File: src/rtl/mips_ctrl_pkg.sv
// Shared encodings for the multicycle MIPS control unit: states, decode classes,
// opcode/funct fields and the select/opcode codes driven onto the datapath.
package mips_ctrl_pkg;

  // FSM states; the numeric values are visible on state_o
  typedef enum logic [3:0] {
    StFetch  = 4'd0,
    StDecode = 4'd1,
    StExeR   = 4'd2,
    StExeI   = 4'd3,
    StExeMem = 4'd4,
    StMemRd  = 4'd5,
    StMemWb  = 4'd6,
    StMemWr  = 4'd7,
    StBranch = 4'd8,
    StJump   = 4'd9,
    StAluWb  = 4'd10,
    StTrap   = 4'd11
  } state_e;

  // Instruction classes produced by the decoder
  typedef enum logic [2:0] {
    ClsR      = 3'd0,
    ClsI      = 3'd1,
    ClsMem    = 3'd2,
    ClsBranch = 3'd3,
    ClsJump   = 3'd4,
    ClsIll    = 3'd5
  } cls_e;

  // Opcode field values
  localparam logic [5:0] OpRtype = 6'b000000;
  localparam logic [5:0] OpOri   = 6'b001101;
  localparam logic [5:0] OpAddi  = 6'b001000;
  localparam logic [5:0] OpLui   = 6'b001111;
  localparam logic [5:0] OpLw    = 6'b100011;
  localparam logic [5:0] OpSw    = 6'b101011;
  localparam logic [5:0] OpBeq   = 6'b000100;
  localparam logic [5:0] OpBne   = 6'b000101;
  localparam logic [5:0] OpJal   = 6'b000011;

  // Funct field values (op == OpRtype)
  localparam logic [5:0] FnAddu = 6'b100001;
  localparam logic [5:0] FnSubu = 6'b100011;
  localparam logic [5:0] FnSlt  = 6'b101010;
  localparam logic [5:0] FnJr   = 6'b001000;

  // ALU operation codes (zero-extended to ALUOP_W at the port)
  localparam logic [3:0] AluAnd = 4'b0001;
  localparam logic [3:0] AluOr  = 4'b0010;
  localparam logic [3:0] AluAdd = 4'b0101;
  localparam logic [3:0] AluSub = 4'b0110;
  localparam logic [3:0] AluSlt = 4'b1010;

  // Next-PC source
  localparam logic [1:0] NpcPc4    = 2'b00;
  localparam logic [1:0] NpcBranch = 2'b01;
  localparam logic [1:0] NpcJump   = 2'b10;
  localparam logic [1:0] NpcRs     = 2'b11;

  // Immediate extension
  localparam logic [1:0] ExtZero = 2'b00;
  localparam logic [1:0] ExtSign = 2'b01;
  localparam logic [1:0] ExtHi   = 2'b10;

  // Register-file write data source
  localparam logic [1:0] DselPc  = 2'b00;
  localparam logic [1:0] DselDr  = 2'b01;
  localparam logic [1:0] DselAlu = 2'b10;

  // Register-file write address source
  localparam logic [1:0] RselRd = 2'b00;
  localparam logic [1:0] RselRt = 2'b01;
  localparam logic [1:0] RselRa = 2'b10;

  // Trap causes
  localparam logic [1:0] CauseNone    = 2'b00;
  localparam logic [1:0] CauseIllegal = 2'b01;
  localparam logic [1:0] CauseTimeout = 2'b10;

endpackage

File: src/rtl/ctrl_decode.sv
// Combinational opcode/funct classifier. Extended instructions (addi, slt, lui,
// bne, jr) fall into the illegal class when SUPPORT_EXT is 0.
module ctrl_decode
  import mips_ctrl_pkg::*;
#(
  parameter bit SUPPORT_EXT = 1'b1
) (
  input  logic [5:0] i_op,
  input  logic [5:0] i_funct,
  output cls_e       o_cls,
  output logic       o_illegal
);

  // Map opcode/funct onto an instruction class
  always_comb begin
    o_cls = ClsIll;
    case (i_op)
      OpRtype: begin
        case (i_funct)
          FnAddu, FnSubu: o_cls = ClsR;
          FnSlt:          o_cls = SUPPORT_EXT ? ClsR : ClsIll;
          FnJr:           o_cls = SUPPORT_EXT ? ClsJump : ClsIll;
          default:        o_cls = ClsIll;
        endcase
      end
      OpOri:         o_cls = ClsI;
      OpAddi, OpLui: o_cls = SUPPORT_EXT ? ClsI : ClsIll;
      OpLw, OpSw:    o_cls = ClsMem;
      OpBeq:         o_cls = ClsBranch;
      OpBne:         o_cls = SUPPORT_EXT ? ClsBranch : ClsIll;
      OpJal:         o_cls = ClsJump;
      default:       o_cls = ClsIll;
    endcase
  end

  assign o_illegal = (o_cls == ClsIll);

endmodule

File: src/rtl/multicycle_ctrl.sv
// Multicycle MIPS control FSM: sequences fetch/decode/execute/memory/writeback,
// waits on mem_ready with an optional timeout, and halts in a sticky trap state.
module multicycle_ctrl
  import mips_ctrl_pkg::*;
#(
  parameter int unsigned ALUOP_W     = 4,  // must be at least 4
  parameter bit          SUPPORT_EXT = 1'b1,
  parameter int unsigned MEM_TIMEOUT = 15  // 0 disables the timeout
) (
  input  logic               clk,
  input  logic               rst,
  input  logic [5:0]         op,
  input  logic [5:0]         funct,
  input  logic               zero,
  input  logic               mem_ready,
  output logic               pc_wr,
  output logic               ir_wr,
  output logic               rf_wr,
  output logic               dm_wr,
  output logic               dm_rd,
  output logic               im_rd,
  output logic               b_sel,
  output logic [1:0]         d_sel,
  output logic [1:0]         r_sel,
  output logic [1:0]         npcop,
  output logic [1:0]         extop,
  output logic [ALUOP_W-1:0] aluop,
  output logic               trap,
  output logic [1:0]         trap_cause,
  output logic [3:0]         state_o
);

  // Wait count never exceeds MEM_TIMEOUT-1
  localparam int unsigned CntW = (MEM_TIMEOUT > 2) ? $clog2(MEM_TIMEOUT) : 1;

  state_e          r_state, w_state_nxt;
  logic [CntW-1:0] r_wait, w_wait_nxt;
  logic [1:0]      r_cause, w_cause_nxt;
  cls_e            w_cls;
  logic            w_illegal;
  logic            w_timeout;
  logic            w_wait_state;

  ctrl_decode #(
    .SUPPORT_EXT(SUPPORT_EXT)
  ) u_decode (
    .i_op     (op),
    .i_funct  (funct),
    .o_cls    (w_cls),
    .o_illegal(w_illegal)
  );

  assign w_wait_state = (r_state == StFetch) || (r_state == StMemRd) || (r_state == StMemWr);
  // Last allowed not-ready cycle; a ready in this same cycle still wins
  assign w_timeout    = (MEM_TIMEOUT != 0) && !mem_ready &&
                        (r_wait == CntW'(MEM_TIMEOUT - 1));

  // Next state, trap cause and datapath controls
  always_comb begin
    w_state_nxt = r_state;
    w_cause_nxt = r_cause;
    pc_wr       = 1'b0;
    ir_wr       = 1'b0;
    rf_wr       = 1'b0;
    dm_wr       = 1'b0;
    dm_rd       = 1'b0;
    im_rd       = 1'b0;
    b_sel       = 1'b0;
    d_sel       = DselPc;
    r_sel       = RselRd;
    npcop       = NpcPc4;
    extop       = ExtZero;
    aluop       = ALUOP_W'(AluAdd);
    case (r_state)
      StFetch: begin
        im_rd = 1'b1;
        if (mem_ready) begin
          pc_wr       = 1'b1;
          ir_wr       = 1'b1;
          w_state_nxt = StDecode;
        end else if (w_timeout) begin
          w_state_nxt = StTrap;
          w_cause_nxt = CauseTimeout;
        end
      end
      StDecode: begin
        if (w_illegal) begin
          w_state_nxt = StTrap;
          w_cause_nxt = CauseIllegal;
        end else begin
          case (w_cls)
            ClsR:      w_state_nxt = StExeR;
            ClsI:      w_state_nxt = StExeI;
            ClsMem:    w_state_nxt = StExeMem;
            ClsBranch: w_state_nxt = StBranch;
            ClsJump:   w_state_nxt = StJump;
            default: begin
              w_state_nxt = StTrap;
              w_cause_nxt = CauseIllegal;
            end
          endcase
        end
      end
      StExeR: begin
        case (funct)
          FnSubu:  aluop = ALUOP_W'(AluSub);
          FnSlt:   aluop = ALUOP_W'(AluSlt);
          default: aluop = ALUOP_W'(AluAdd);
        endcase
        w_state_nxt = StAluWb;
      end
      StExeI: begin
        b_sel = 1'b1;
        case (op)
          OpAddi: begin
            extop = ExtSign;
            aluop = ALUOP_W'(AluAdd);
          end
          // lui relies on rs being $0 so OR passes the shifted immediate
          OpLui: begin
            extop = ExtHi;
            aluop = ALUOP_W'(AluOr);
          end
          default: begin
            extop = ExtZero;
            aluop = ALUOP_W'(AluOr);
          end
        endcase
        w_state_nxt = StAluWb;
      end
      StAluWb: begin
        rf_wr       = 1'b1;
        d_sel       = DselAlu;
        r_sel       = (op == OpRtype) ? RselRd : RselRt;
        w_state_nxt = StFetch;
      end
      StExeMem: begin
        b_sel       = 1'b1;
        extop       = ExtSign;
        aluop       = ALUOP_W'(AluAdd);
        w_state_nxt = (op == OpLw) ? StMemRd : StMemWr;
      end
      StMemRd: begin
        dm_rd = 1'b1;
        if (mem_ready) begin
          w_state_nxt = StMemWb;
        end else if (w_timeout) begin
          w_state_nxt = StTrap;
          w_cause_nxt = CauseTimeout;
        end
      end
      StMemWb: begin
        rf_wr       = 1'b1;
        d_sel       = DselDr;
        r_sel       = RselRt;
        w_state_nxt = StFetch;
      end
      StMemWr: begin
        dm_wr = 1'b1;
        if (mem_ready) begin
          w_state_nxt = StFetch;
        end else if (w_timeout) begin
          w_state_nxt = StTrap;
          w_cause_nxt = CauseTimeout;
        end
      end
      StBranch: begin
        aluop       = ALUOP_W'(AluSub);
        npcop       = NpcBranch;
        pc_wr       = (op == OpBne) ? !zero : zero;
        w_state_nxt = StFetch;
      end
      StJump: begin
        pc_wr = 1'b1;
        if (op == OpJal) begin
          npcop = NpcJump;
          rf_wr = 1'b1;
          d_sel = DselPc;
          r_sel = RselRa;
        end else begin
          npcop = NpcRs;
        end
        w_state_nxt = StFetch;
      end
      StTrap: w_state_nxt = StTrap;
      default: w_state_nxt = StFetch;
    endcase
    // Reset must silence every strobe, even though the state already reads FETCH
    if (!rst) begin
      pc_wr = 1'b0;
      ir_wr = 1'b0;
      rf_wr = 1'b0;
      dm_wr = 1'b0;
      dm_rd = 1'b0;
      im_rd = 1'b0;
    end
  end

  // Wait counter: counts not-ready cycles in memory-wait states, clears on any state change
  always_comb begin
    w_wait_nxt = r_wait;
    if (w_state_nxt != r_state) begin
      w_wait_nxt = '0;
    end else if (w_wait_state && !mem_ready) begin
      w_wait_nxt = r_wait + CntW'(1);
    end
  end

  // State, wait counter and trap cause registers
  always_ff @(posedge clk or negedge rst) begin
    if (!rst) begin
      r_state <= StFetch;
      r_wait  <= '0;
      r_cause <= CauseNone;
    end else begin
      r_state <= w_state_nxt;
      r_wait  <= w_wait_nxt;
      r_cause <= w_cause_nxt;
    end
  end

  assign trap       = (r_state == StTrap);
  assign trap_cause = r_cause;
  assign state_o    = r_state;

endmodule

File: config.mk
export PLATFORM = sky130hd
export DESIGN_NAME = multicycle_ctrl
export DESIGN_NICKNAME = d
export VERILOG_FILES = /design/src/rtl/mips_ctrl_pkg.sv /design/src/rtl/ctrl_decode.sv /design/src/rtl/multicycle_ctrl.sv
export SDC_FILE = /design/constraint.sdc
export NUM_CORES = 1
export LEC_CHECK = 0
export ABC_AREA = 1
export BUFFER_PORTS_ARGS = -buffer_cell sky130_fd_sc_hd__buf_2
export CORE_ASPECT_RATIO = 0.9
export CORE_MARGIN = 2
export CORE_UTILIZATION = 40
export CTS_BUF_LIST = sky130_fd_sc_hd__clkbuf_4 sky130_fd_sc_hd__clkbuf_8 sky130_fd_sc_hd__clkbuf_16
export DETAILED_ROUTE_END_ITERATION = 10
export HOLD_SLACK_MARGIN = 0.08
export PLACE_DENSITY = 0.64
export SYNTH_ARGS = -nofsm -noshare
export SYNTH_HDL_FRONTEND = slang
export SYNTH_HIERARCHICAL = 1
export SYNTH_SLANG_ARGS = --single-unit
File: constraint.sdc
create_clock -name clk -period 1.8 [get_ports clk]
set_input_delay 0.18 -clock clk [delete_from_list [all_inputs] [get_ports clk]]
set_output_delay 0.18 -clock clk [all_outputs]
set_load 0.01 [all_outputs]
==> flow_metrics.env, run 1 <==
export IMPL_port_buffers=41
export IMPL_first_global_vias=1358
export IMPL_slew_headroom_pct=77.0
export IMPL_synth_nets=247
export IMPL_yosys_area_share_adder_pct=1.97
export IMPL_min_path_type="input pin to register"
export IMPL_ys_flop_type="dfrtp_1"
export IMPL_r2r_start="r_wait[0]$_DFFE_PN0P_"
export IMPL_fmax_mhz=582
export IMPL_crit_required_ns=1.62
export IMPL_place_ws_ns=-0.184
export IMPL_drive_gt1_share_pct=41.0
export IMPL_hold_end="state_o[2]$_DFF_PN0_"
export IMPL_skew_ns=0.000357
export IMPL_place_gp_congestion=0.877
export IMPL_grt_max_degree=12
export IMPL_crit_type="register to primary output"
export IMPL_grt_util_all_layers_pct=19.1
export IMPL_crit_start="state_o[1]$_DFF_PN0_"
export IMPL_power_density_nw_per_um2=1220
export IMPL_worstReg2RegEnd="r_wait[0]$_DFFE_PN0P_"
export IMPL_synth_compound_area_share_pct=7.00
export IMPL_placedInstanceArea_um2=1640
export IMPL_r2r_slack_ns=0.12
export IMPL_worstPathMaxFanout=5
export IMPL_maxCapViolations=0
export IMPL_tightest_slew_ns=0.342
export IMPL_remaining_drc_errors=0
export IMPL_crit_path_start_kind="register"
export IMPL_syn_avg_cell_area_um2=5.55
export IMPL_worst_ir_drop_vdd_mv=0.997
export IMPL_hold_viol_final=0
export IMPL_syn_cell_area_um2=1270
export IMPL_dp_hpwl_mm=2.76
export IMPL_synth_xor_area_share_pct=2.07
export IMPL_min_period_over_period_pct=95.4
export IMPL_synth_mux_area_share_pct=0
export IMPL_wl_per_cell_um=10.5
export IMPL_synthDistinctLibCells=25
export IMPL_internal_power_w=0.00116
export IMPL_power_frac_seq_pct=18.1
export IMPL_io_pins=42
export IMPL_grt_pass1_wl_mm=5.69
export IMPL_wl_mm=3.60
export IMPL_yosysWarnings=6
export IMPL_antennaDiodeCount=0
export IMPL_power_frac_clock_pct=9.3
export IMPL_clk_insertion_delay_late_ns=0.28
export IMPL_antenna_left=0
export IMPL_cts_buffers=3
export IMPL_finalInstanceArea_um2=1890
export IMPL_fin_nets=319
export IMPL_die_x_um=63.4
export IMPL_p_switching_w=0.00115
export IMPL_core_area_um2=3040
export IMPL_first_iter_violations=78
export IMPL_num_vias=1647
export IMPL_timing_setup_tns_ns=0
export IMPL_outcome="completed"
export IMPL_leakagePower_nw=1.06
export IMPL_clk_pin_slew_ns=0.07
export IMPL_rows=19
export IMPL_initial_core_util_pct=41.7
export IMPL_htree_levels=1
export IMPL_root_buffer="clkbuf_4"
export IMPL_synth_top_family_by_area="simple AND/OR/NAND/NOR gates"
export IMPL_dieArea_um2=3640
export IMPL_r2r_cells=11
export IMPL_syn_inst=229
export IMPL_cts_tree="done"
export IMPL_viasPerCell=4.82
export IMPL_dr_pass1_iters=4
export IMPL_drv_slew=0
export IMPL_setup_viol=0
export IMPL_timing_final_crit_period_ns=1.72
export IMPL_syn_to_final_growth_pct=48.9
export IMPL_synth_async_sr_flop_share_pct=100
export IMPL_min_path_cells=3
export IMPL_synth_simple_area_share_pct=56.3
export IMPL_arrival_ns=1.54
export IMPL_clockBufferDepth=2
export IMPL_yosysSeqAreaShare_pct=19.7
export IMPL_comb_power_share_pct=72.5
export IMPL_synth_edf_count=0
export IMPL_cp_end_kind="primary output"
export IMPL_switching_share_pct=49.6
export IMPL_die_h_um=57.5
export IMPL_antenna_found_initial=0
export IMPL_grt_setup_unrepaired="true"
export IMPL_power_w=0.00231
export IMPL_fin_ws_ns=0.0832
export IMPL_grt_overflow=0
export IMPL_synth_seq_cells=10
export IMPL_hold_path_startpoint="mem_ready"
export IMPL_numClockSinks=10
state kept, by name (all words and copies together), names as in the netlist:
| name | cells |
|---|---|
| r_wait | 4 |
| state_o | 4 |
| trap_cause | 2 |
worst max-delay path, cell delays in order, from the launching register on:
cell and delay (ns):
dfrtp_2 0.47, nor2_4 0.13, inv_1 0.06, nor2_2 0.07, inv_1 0.06, a21oi_1 0.11, o21ai_1 0.09, a31oi_1 0.12
buf_2 0.15
layer usage:
| metal | track usage [%] | up-vias | share of wire (%) |
|---|---|---|---|
| met5 | 0 | - | 0 |
| met4 | 3.11 | 0 | 0.28 |
| met3 | 4.34 | 2 | 6.7 |
| met2 | 30.4 | 69 | 45 |
| met1 | 27.1 | 708 | 48 |
| li1 | - | 868 | - |
cell usage in the layout, fill, tap and decap left out:
master,synthesis,layout
nand2_1,54,51
buf_4,0,27
dfrtp_1,10,6
ha_1,2,2
inv_2,3,6
o21ai_1,0,3
buf_8,0,1
inv_1,38,34
nor3_1,3,3
o21ai_0,7,4
inv_4,0,1
nand4_1,4,4
dlygate4sd3_1,0,1
nor2_4,2,5
nor2_2,7,20
a22oi_1,1,1
a31oi_1,2,2
nand3_2,3,4
nand3_1,24,23
dfrtp_2,0,4
buf_2,0,32
nand2_2,6,8
nor4_1,1,1
o211ai_1,1,1
clkbuf_8,0,1
nand3b_2,1,1
xor2_1,3,3
nand2_4,0,1
clkbuf_4,0,4
o21a_1,1,1
and2_4,1,1
o21ai_2,1,1
nor2_1,51,35
a21oi_1,2,2
buf_6,1,6
power by group through the flow:
stage | Combinational, W | Clock [W] | Sequential [W]
2_1_floorplan | 0.000912 | 0 | 0.000408
3_3_place_gp | 0.00140 | 0 | 0.000420
3_5_place_dp | 0.00140 | 0 | 0.000415
4_1_cts | 0.00144 | 0.000215 | 0.000406
5_1_grt | 0.00186 | 0.000231 | 0.000434
6_report | 0.00167 | 0.000216 | 0.000418
synthesized netlist by cell type, drive strengths merged (2+ instances only):
cell type / n / area share [%]
nor3: 3 / 1.2
nand4: 4 / 2.0
nand3: 27 / 12
a21oi: 2 / 0.79
nor2: 60 / 20
o21ai: 8 / 3.4
ha: 2 / 2.0
dfrtp: 10 / 20
inv: 41 / 12
nand2: 60 / 19
a31oi: 2 / 0.99
xor2: 3 / 2.1
per-stage QoR:
step                instances  utilization (%)  hold slack, ns
floorplan                 229                -          -0.116
finish                    342             62.1           0.254
detailed placement        327             53.8          0.0640
CTS                       333             55.6           0.231
global route              342             62.1           0.266
global placement          327             53.8          0.0622
cell type report:
| type | count | area (um^2) |
|---|---|---|
| Multi-Input combinational cell | 177 | 927 |
| Timing Repair Buffer | 68 | 463 |
| Clock buffer | 4 | 36.3 |
| Tap cell | 42 | 52.6 |
| Sequential cell | 10 | 255 |
| Inverter | 41 | 156 |
| Fill cell | 297 | 1150 |
cells by family (layout without fill, tap and decap cells):
| kind of cell | Yosys count | after routing |
|---|---|---|
| buffers and inverters | 42 | 113 |
| adders and majority gates | 2 | 2 |
| DFF | 10 | 10 |
| xor gates and xnor gates | 3 | 3 |
| and+or+nand+nor | 157 | 157 |
| AOI/OAI and AO/OA | 15 | 15 |
worst max path at each step:
stage | to | slack, ns | cells past startpoint
2_1_floorplan | r_wait[0]$_DFFE_PN0P_ | 0.16 | 15
3_3_place_gp | r_wait[2]$_DFFE_PN0P_ | -0.16 | 17
3_5_place_dp | r_wait[0]$_DFFE_PN0P_ | -0.18 | 16
4_1_cts | pc_wr | 0.005 | 8
5_1_grt | pc_wr | -0.06 | 8
6_report | pc_wr | 0.08 | 8
what timing repair did:
action                                 CTS  global route
buffers inserted                         1             9
gates resized for setup                  3            50
hold buffers                             1             0
endpoints found under the hold margin   10             0
setup endpoints to repair                2            11
pin swaps                                0            28
Power figures use the tool's default switching activity.
==> run 2, diff against run 1 <==
--- a/config.mk
+++ b/config.mk
@@ -13,2 +13,3 @@
 export CTS_BUF_LIST = sky130_fd_sc_hd__clkbuf_4 sky130_fd_sc_hd__clkbuf_8 sky130_fd_sc_hd__clkbuf_16
+export CTS_CLUSTER_DIAMETER = 30
 export DETAILED_ROUTE_END_ITERATION = 10
@@ -16,2 +17,3 @@
 export PLACE_DENSITY = 0.64
+export SLEW_MARGIN = 20
 export SYNTH_ARGS = -nofsm -noshare
--- a/constraint.sdc
+++ b/constraint.sdc
@@ -3,2 +3,2 @@
 set_output_delay 0.18 -clock clk [all_outputs]
-set_load 0.01 [all_outputs]
+set_load 0.005 [all_outputs]
==> flow_metrics.env, run 2 (synthesis gave the netlist of run 1 again) <==
export IMPL_first_global_vias=1353
export IMPL_fin_nets=319
export IMPL_crit_required_ns=2.02
export IMPL_dp_hpwl_mm=2.76
export IMPL_timing_final_crit_period_ns=1.74
export IMPL_power_density_nw_per_um2=1180
export IMPL_die_x_um=63.4
export IMPL_viasPerCell=4.79
export IMPL_syn_to_final_growth_pct=48.9
export IMPL_dieArea_um2=3640
export IMPL_worst_ir_drop_vdd_mv=0.978
export IMPL_grt_pass1_wl_mm=5.65
export IMPL_hold_path_startpoint="mem_ready"
export IMPL_hold_end="state_o[2]$_DFF_PN0_"
export IMPL_rows=19
export IMPL_cts_buffers=3
export IMPL_io_pins=42
export IMPL_worstPathMaxFanout=4
export IMPL_port_buffers=41
export IMPL_stdcell_count=342
export IMPL_num_vias=1639
export IMPL_dp_cells=327
export IMPL_maxCapViolations=0
export IMPL_min_path_type="input pin to register"
export IMPL_power_frac_seq_pct=18.8
export IMPL_leakagePower_nw=1.06
export IMPL_slew_headroom_pct=77.0
export IMPL_min_path_cells=3
export IMPL_htree_levels=1
export IMPL_outcome="completed"
export IMPL_finalInstanceArea_um2=1890
export IMPL_comb_power_share_pct=71.6
export IMPL_p_switching_w=0.00108
export IMPL_crit_type="register to register"
export IMPL_setup_viol=0
export IMPL_drive_gt1_share_pct=41.0
export IMPL_clk_insertion_delay_late_ns=0.28
export IMPL_switching_share_pct=48.1
export IMPL_r2r_cells=11
export IMPL_numClockSinks=10
export IMPL_antenna_left=0
export IMPL_worstReg2RegEnd="r_wait[0]$_DFFE_PN0P_"
export IMPL_die_h_um=57.5
export IMPL_power_frac_clock_pct=9.6
export IMPL_layout_commonest_cell="nand2_1"
export IMPL_remaining_drc_errors=0
export IMPL_r2r_slack_ns=0.06
export IMPL_initial_core_util_pct=41.7
export IMPL_arrival_ns=1.96
export IMPL_wl_per_cell_um=10.6
export IMPL_core_area_um2=3040
export IMPL_fmax_mhz=575
export IMPL_grt_util_all_layers_pct=19.0
export IMPL_skew_ns=0.000583
export IMPL_antenna_found_initial=0
export IMPL_clk_pin_slew_ns=0.07
export IMPL_dr_pass1_iters=5
export IMPL_grt_setup_unrepaired="true"
export IMPL_antennaDiodeCount=0
export IMPL_cts_tree="done"
export IMPL_hold_viol_final=0
export IMPL_min_period_over_period_pct=96.7
export IMPL_grt_overflow=0
export IMPL_layout_common_cells="51 x nand2_1, 35 x nor2_1, 34 x inv_1"
export IMPL_crit_path_start_kind="register"
export IMPL_placedInstanceArea_um2=1640
export IMPL_first_iter_violations=116
export IMPL_internal_power_w=0.00116
export IMPL_grt_max_degree=12
export IMPL_place_gp_congestion=0.877
export IMPL_r2r_start="r_wait[0]$_DFFE_PN0P_"
export IMPL_wl_mm=3.62
export IMPL_clockBufferDepth=2
export IMPL_root_buffer="clkbuf_4"
export IMPL_tightest_slew_ns=0.342
export IMPL_cp_end_kind="register"
export IMPL_drv_slew=0
==> run 2: cell counts in the layout (fill, tap and decap cells not counted) <==
Identical to the previous run, type by type.
==> run 2: per-layer routing <==
layer	vias to the layer above	track usage [%]	part of all wire, %
li1	860	-	-
met3	2	4.34	7.4
met4	0	3.42	0.17
met2	72	29.9	45
met5	-	0	0
met1	705	26.9	47
==> run 2: power by group through the flow <==
stage | clock [W] | combinational (W) | sequential, W
3_3_place_gp | 0 | 0.00132 | 0.000420
4_1_cts | 0.000215 | 0.00134 | 0.000419
2_1_floorplan | 0 | 0.000866 | 0.000383
5_1_grt | 0.000231 | 0.00178 | 0.000437
6_report | 0.000214 | 0.00160 | 0.000421
3_5_place_dp | 0 | 0.00133 | 0.000415
==> run 2: worst max-delay path by stage <==
stage / from / to / slack (ns) / cells after the start
final: r_wait[0]$_DFFE_PN0P_ / r_wait[0]$_DFFE_PN0P_ / 0.06 / 11
after global routing: funct[5] / r_wait[0]$_DFFE_PN0P_ / -0.05 / 20
after CTS: state_o[2]$_DFF_PN0_ / pc_wr / 0.005 / 8
after detailed placement: op[4] / r_wait[0]$_DFFE_PN0P_ / -0.18 / 16
after global placement: op[1] / r_wait[2]$_DFFE_PN0P_ / -0.16 / 17
after floorplan: op[4] / r_wait[0]$_DFFE_PN0P_ / 0.16 / 15
==> run 2: per-stage QoR <==
step | hold WS, ns | setup TNS [ns] | setup slack [ns] | power, W | util [%]
finish | 0.243 | 0 | 0.0598 | 0.00223 | 62.1
CTS | 0.231 | 0 | 0.00515 | 0.00197 | 55.4
detailed placement | 0.0640 | -0.924 | -0.184 | 0.00174 | 53.8
global route | 0.273 | -0.223 | -0.0536 | 0.00244 | 62.1
floorplan | -0.116 | 0 | 0.160 | 0.00125 | -
global placement | 0.0622 | -0.776 | -0.162 | 0.00174 | 53.8
==> run 2: final cells by class <==
class | count | area (um^2)
Clock buffer | 4 | 36.3
Timing Repair Buffer | 68 | 463
Inverter | 41 | 156
Fill cell | 295 | 1150
Tap cell | 42 | 52.6
Multi-Input combinational cell | 177 | 927
Sequential cell | 10 | 255
==> run 2: repair_timing <==
| item | in CTS | in global routing |
|---|---|---|
| endpoints found under the hold margin | 10 | 0 |
| endpoints found under the setup margin | 2 | 12 |
| pin swaps | 0 | 28 |
| hold buffers | 1 | 0 |
| buffers inserted | 0 | 10 |
| gates resized for setup | 2 | 51 |
==> run 2: critical path: stages (launching register included) <==
cell and delay (ns):
dfrtp_1 0.42, inv_1 0.09, ha_1 0.21, nand3_1 0.13, nor2_1 0.07, o21ai_1 0.20
nand2_1 0.11, nand2_1 0.08, nand2_1 0.06, nor2_2 0.11, nand2_2 0.09, nor2_2 0.10
==> run 3, diff against run 2 <==
Settings changed: CORE_UTILIZATION 40 to 51, GPL_ROUTABILITY_DRIVEN set to 0, PLACE_DENSITY 0.64 to 0.79.
==> flow_metrics.env, run 3 (synthesis gave the netlist of run 1 again) <==
export IMPL_tightest_slew_ns=0.376
export IMPL_fin_nets=324
export IMPL_slew_headroom_pct=74.7
export IMPL_clk_insertion_delay_late_ns=0.28
export IMPL_io_pins=42
export IMPL_worst_ir_drop_vdd_mv=1.27
export IMPL_wl_mm=4.04
export IMPL_grt_overflow=0
export IMPL_worstPathMaxFanout=6
export IMPL_syn_to_final_growth_pct=53.8
export IMPL_clockBufferDepth=2
export IMPL_crit_required_ns=1.62
export IMPL_grt_setup_unrepaired="true"
export IMPL_crit_type="register to primary output"
export IMPL_place_ws_ns=-0.180
export IMPL_dr_pass1_iters=4
export IMPL_arrival_ns=1.59
export IMPL_min_period_over_period_pct=98.3
export IMPL_dieArea_um2=2910
export IMPL_port_buffers=41
export IMPL_leakagePower_nw=1.09
export IMPL_drv_slew=0
export IMPL_power_density_nw_per_um2=1200
export IMPL_drive_gt1_share_pct=44.9
export IMPL_fmax_mhz=565
export IMPL_fin_ws_ns=0.0307
export IMPL_multi_input_area_um2=952
export IMPL_outcome="completed"
export IMPL_min_path_type="input pin to register"
export IMPL_layout_common_cells="50 x nand2_1, 35 x nor2_1, 33 x buf_4"
export IMPL_cp_end_kind="primary output"
export IMPL_die_h_um=51.3
export IMPL_core_area_um2=2400
export IMPL_grt_util_all_layers_pct=25.5
export IMPL_antenna_left=0
export IMPL_die_x_um=56.6
export IMPL_regArea_um2=255
export IMPL_crit_path_start_kind="register"
export IMPL_maxCapViolations=0
export IMPL_clk_pin_slew_ns=0.09
export IMPL_first_iter_violations=129
export IMPL_cts_tree="done"
export IMPL_initial_core_util_pct=52.8
export IMPL_grt_max_degree=12
export IMPL_rows=17
export IMPL_skew_ns=0.0160
export IMPL_antenna_found_initial=0
export IMPL_hold_viol_final=0
export IMPL_timing_setup_tns_ns=0
export IMPL_grt_pass1_wl_mm=5.91
export IMPL_cts_buffers=3
export IMPL_numClockSinks=10
export IMPL_remaining_drc_errors=0
export IMPL_antennaDiodeCount=0
export IMPL_wl_per_cell_um=12.1
export IMPL_viasPerCell=5.14
export IMPL_num_vias=1712
export IMPL_root_buffer="clkbuf_4"
export IMPL_htree_levels=1
export IMPL_nFillCells=180
export IMPL_dp_hpwl_mm=2.73
export IMPL_timing_final_crit_period_ns=1.77
export IMPL_layout_commonest_cell="nand2_1"
export IMPL_first_global_vias=1397
export IMPL_setup_viol=0
## run 3: cell types whose count changed in the layout (fill, tap and decap cells not counted), sizes merged
cell / previous run / this run
buf: 66 / 71
## run 3: final cells by class
cell class | count | share of cell area, %
tap | 28 | 1.79
multi-input combinational | 177 | 48.8
inverter | 41 | 8.26
timing repair buffer | 73 | 26.3
clock buffer | 4 | 1.86
sequential | 10 | 13.1
## run 3: report_power, final
group,internal [W],switching (W)
sequential,0.000309,0.000110
combinational,0.000772,0.000933
clock,0.000123,0.0000918
total,0.00120,0.00113
## run 3: layer usage
layer | part of all wire [%] | wire length (um) | vias to the layer above | GRT usage [%]
met2 | 49 | 1990 | 78 | 40.9
li1 | - | - | 868 | -
met1 | 43 | 1730 | 760 | 37.0
met3 | 7.0 | 284 | 6 | 5.06
met5 | 0 | 0 | - | 0
met4 | 0.79 | 32 | 0 | 1.59
## run 3: timing repair
| item | 4_1_cts | 5_1_grt |
|---|---|---|
| endpoints found under the hold margin | 10 | 0 |
| hold buffers | 1 | 0 |
| resized for setup | 3 | 63 |
| setup buffers | 0 | 14 |
| endpoints found under the setup margin | 1 | 10 |
| pin swaps | 0 | 28 |
## run 3: path summary, 6_finish.rpt
| kind | from | to | slack, ns | depth (start not counted) |
|---|---|---|---|---|
| max in group asynchronous | rst | state_o[1]$_DFF_PN0_ | 1.24 | 2 |
| max | state_o[0]$_DFF_PN0_ | r_sel[0] | 0.03 | 7 |
| min reg2reg | trap_cause[1]$_DFFE_PN0P_ | trap_cause[1]$_DFFE_PN0P_ | 0.49 | 1 |
| min in group asynchronous | rst | state_o[3]$_DFF_PN0_ | 0.30 | 2 |
| min | mem_ready | state_o[2]$_DFF_PN0_ | 0.25 | 3 |
| max reg2reg | state_o[3]$_DFF_PN0_ | r_wait[2]$_DFFE_PN0P_ | 0.11 | 9 |
## run 3: metrics by stage
stage	hold WS (ns)	area, um^2	utilization [%]	instances	power (W)
floorplan	-0.116	1270	-	229	0.00125
global placement	0.0598	1630	67.7	314	0.00174
detailed placement	0.0646	1630	67.7	314	0.00176
CTS	0.215	1680	69.7	319	0.00199
global route	0.264	1950	81.3	333	0.00253
finish	0.247	1950	81.3	333	0.00234
## run 3: critical path, stage by stage (launching register included)
cell	delay, ns
dfrtp_2	0.47
buf_4	0.16
nor2_1	0.15
inv_1	0.11
nor2_2	0.15
nand2_1	0.07
o21ai_0	0.07
buf_2	0.14
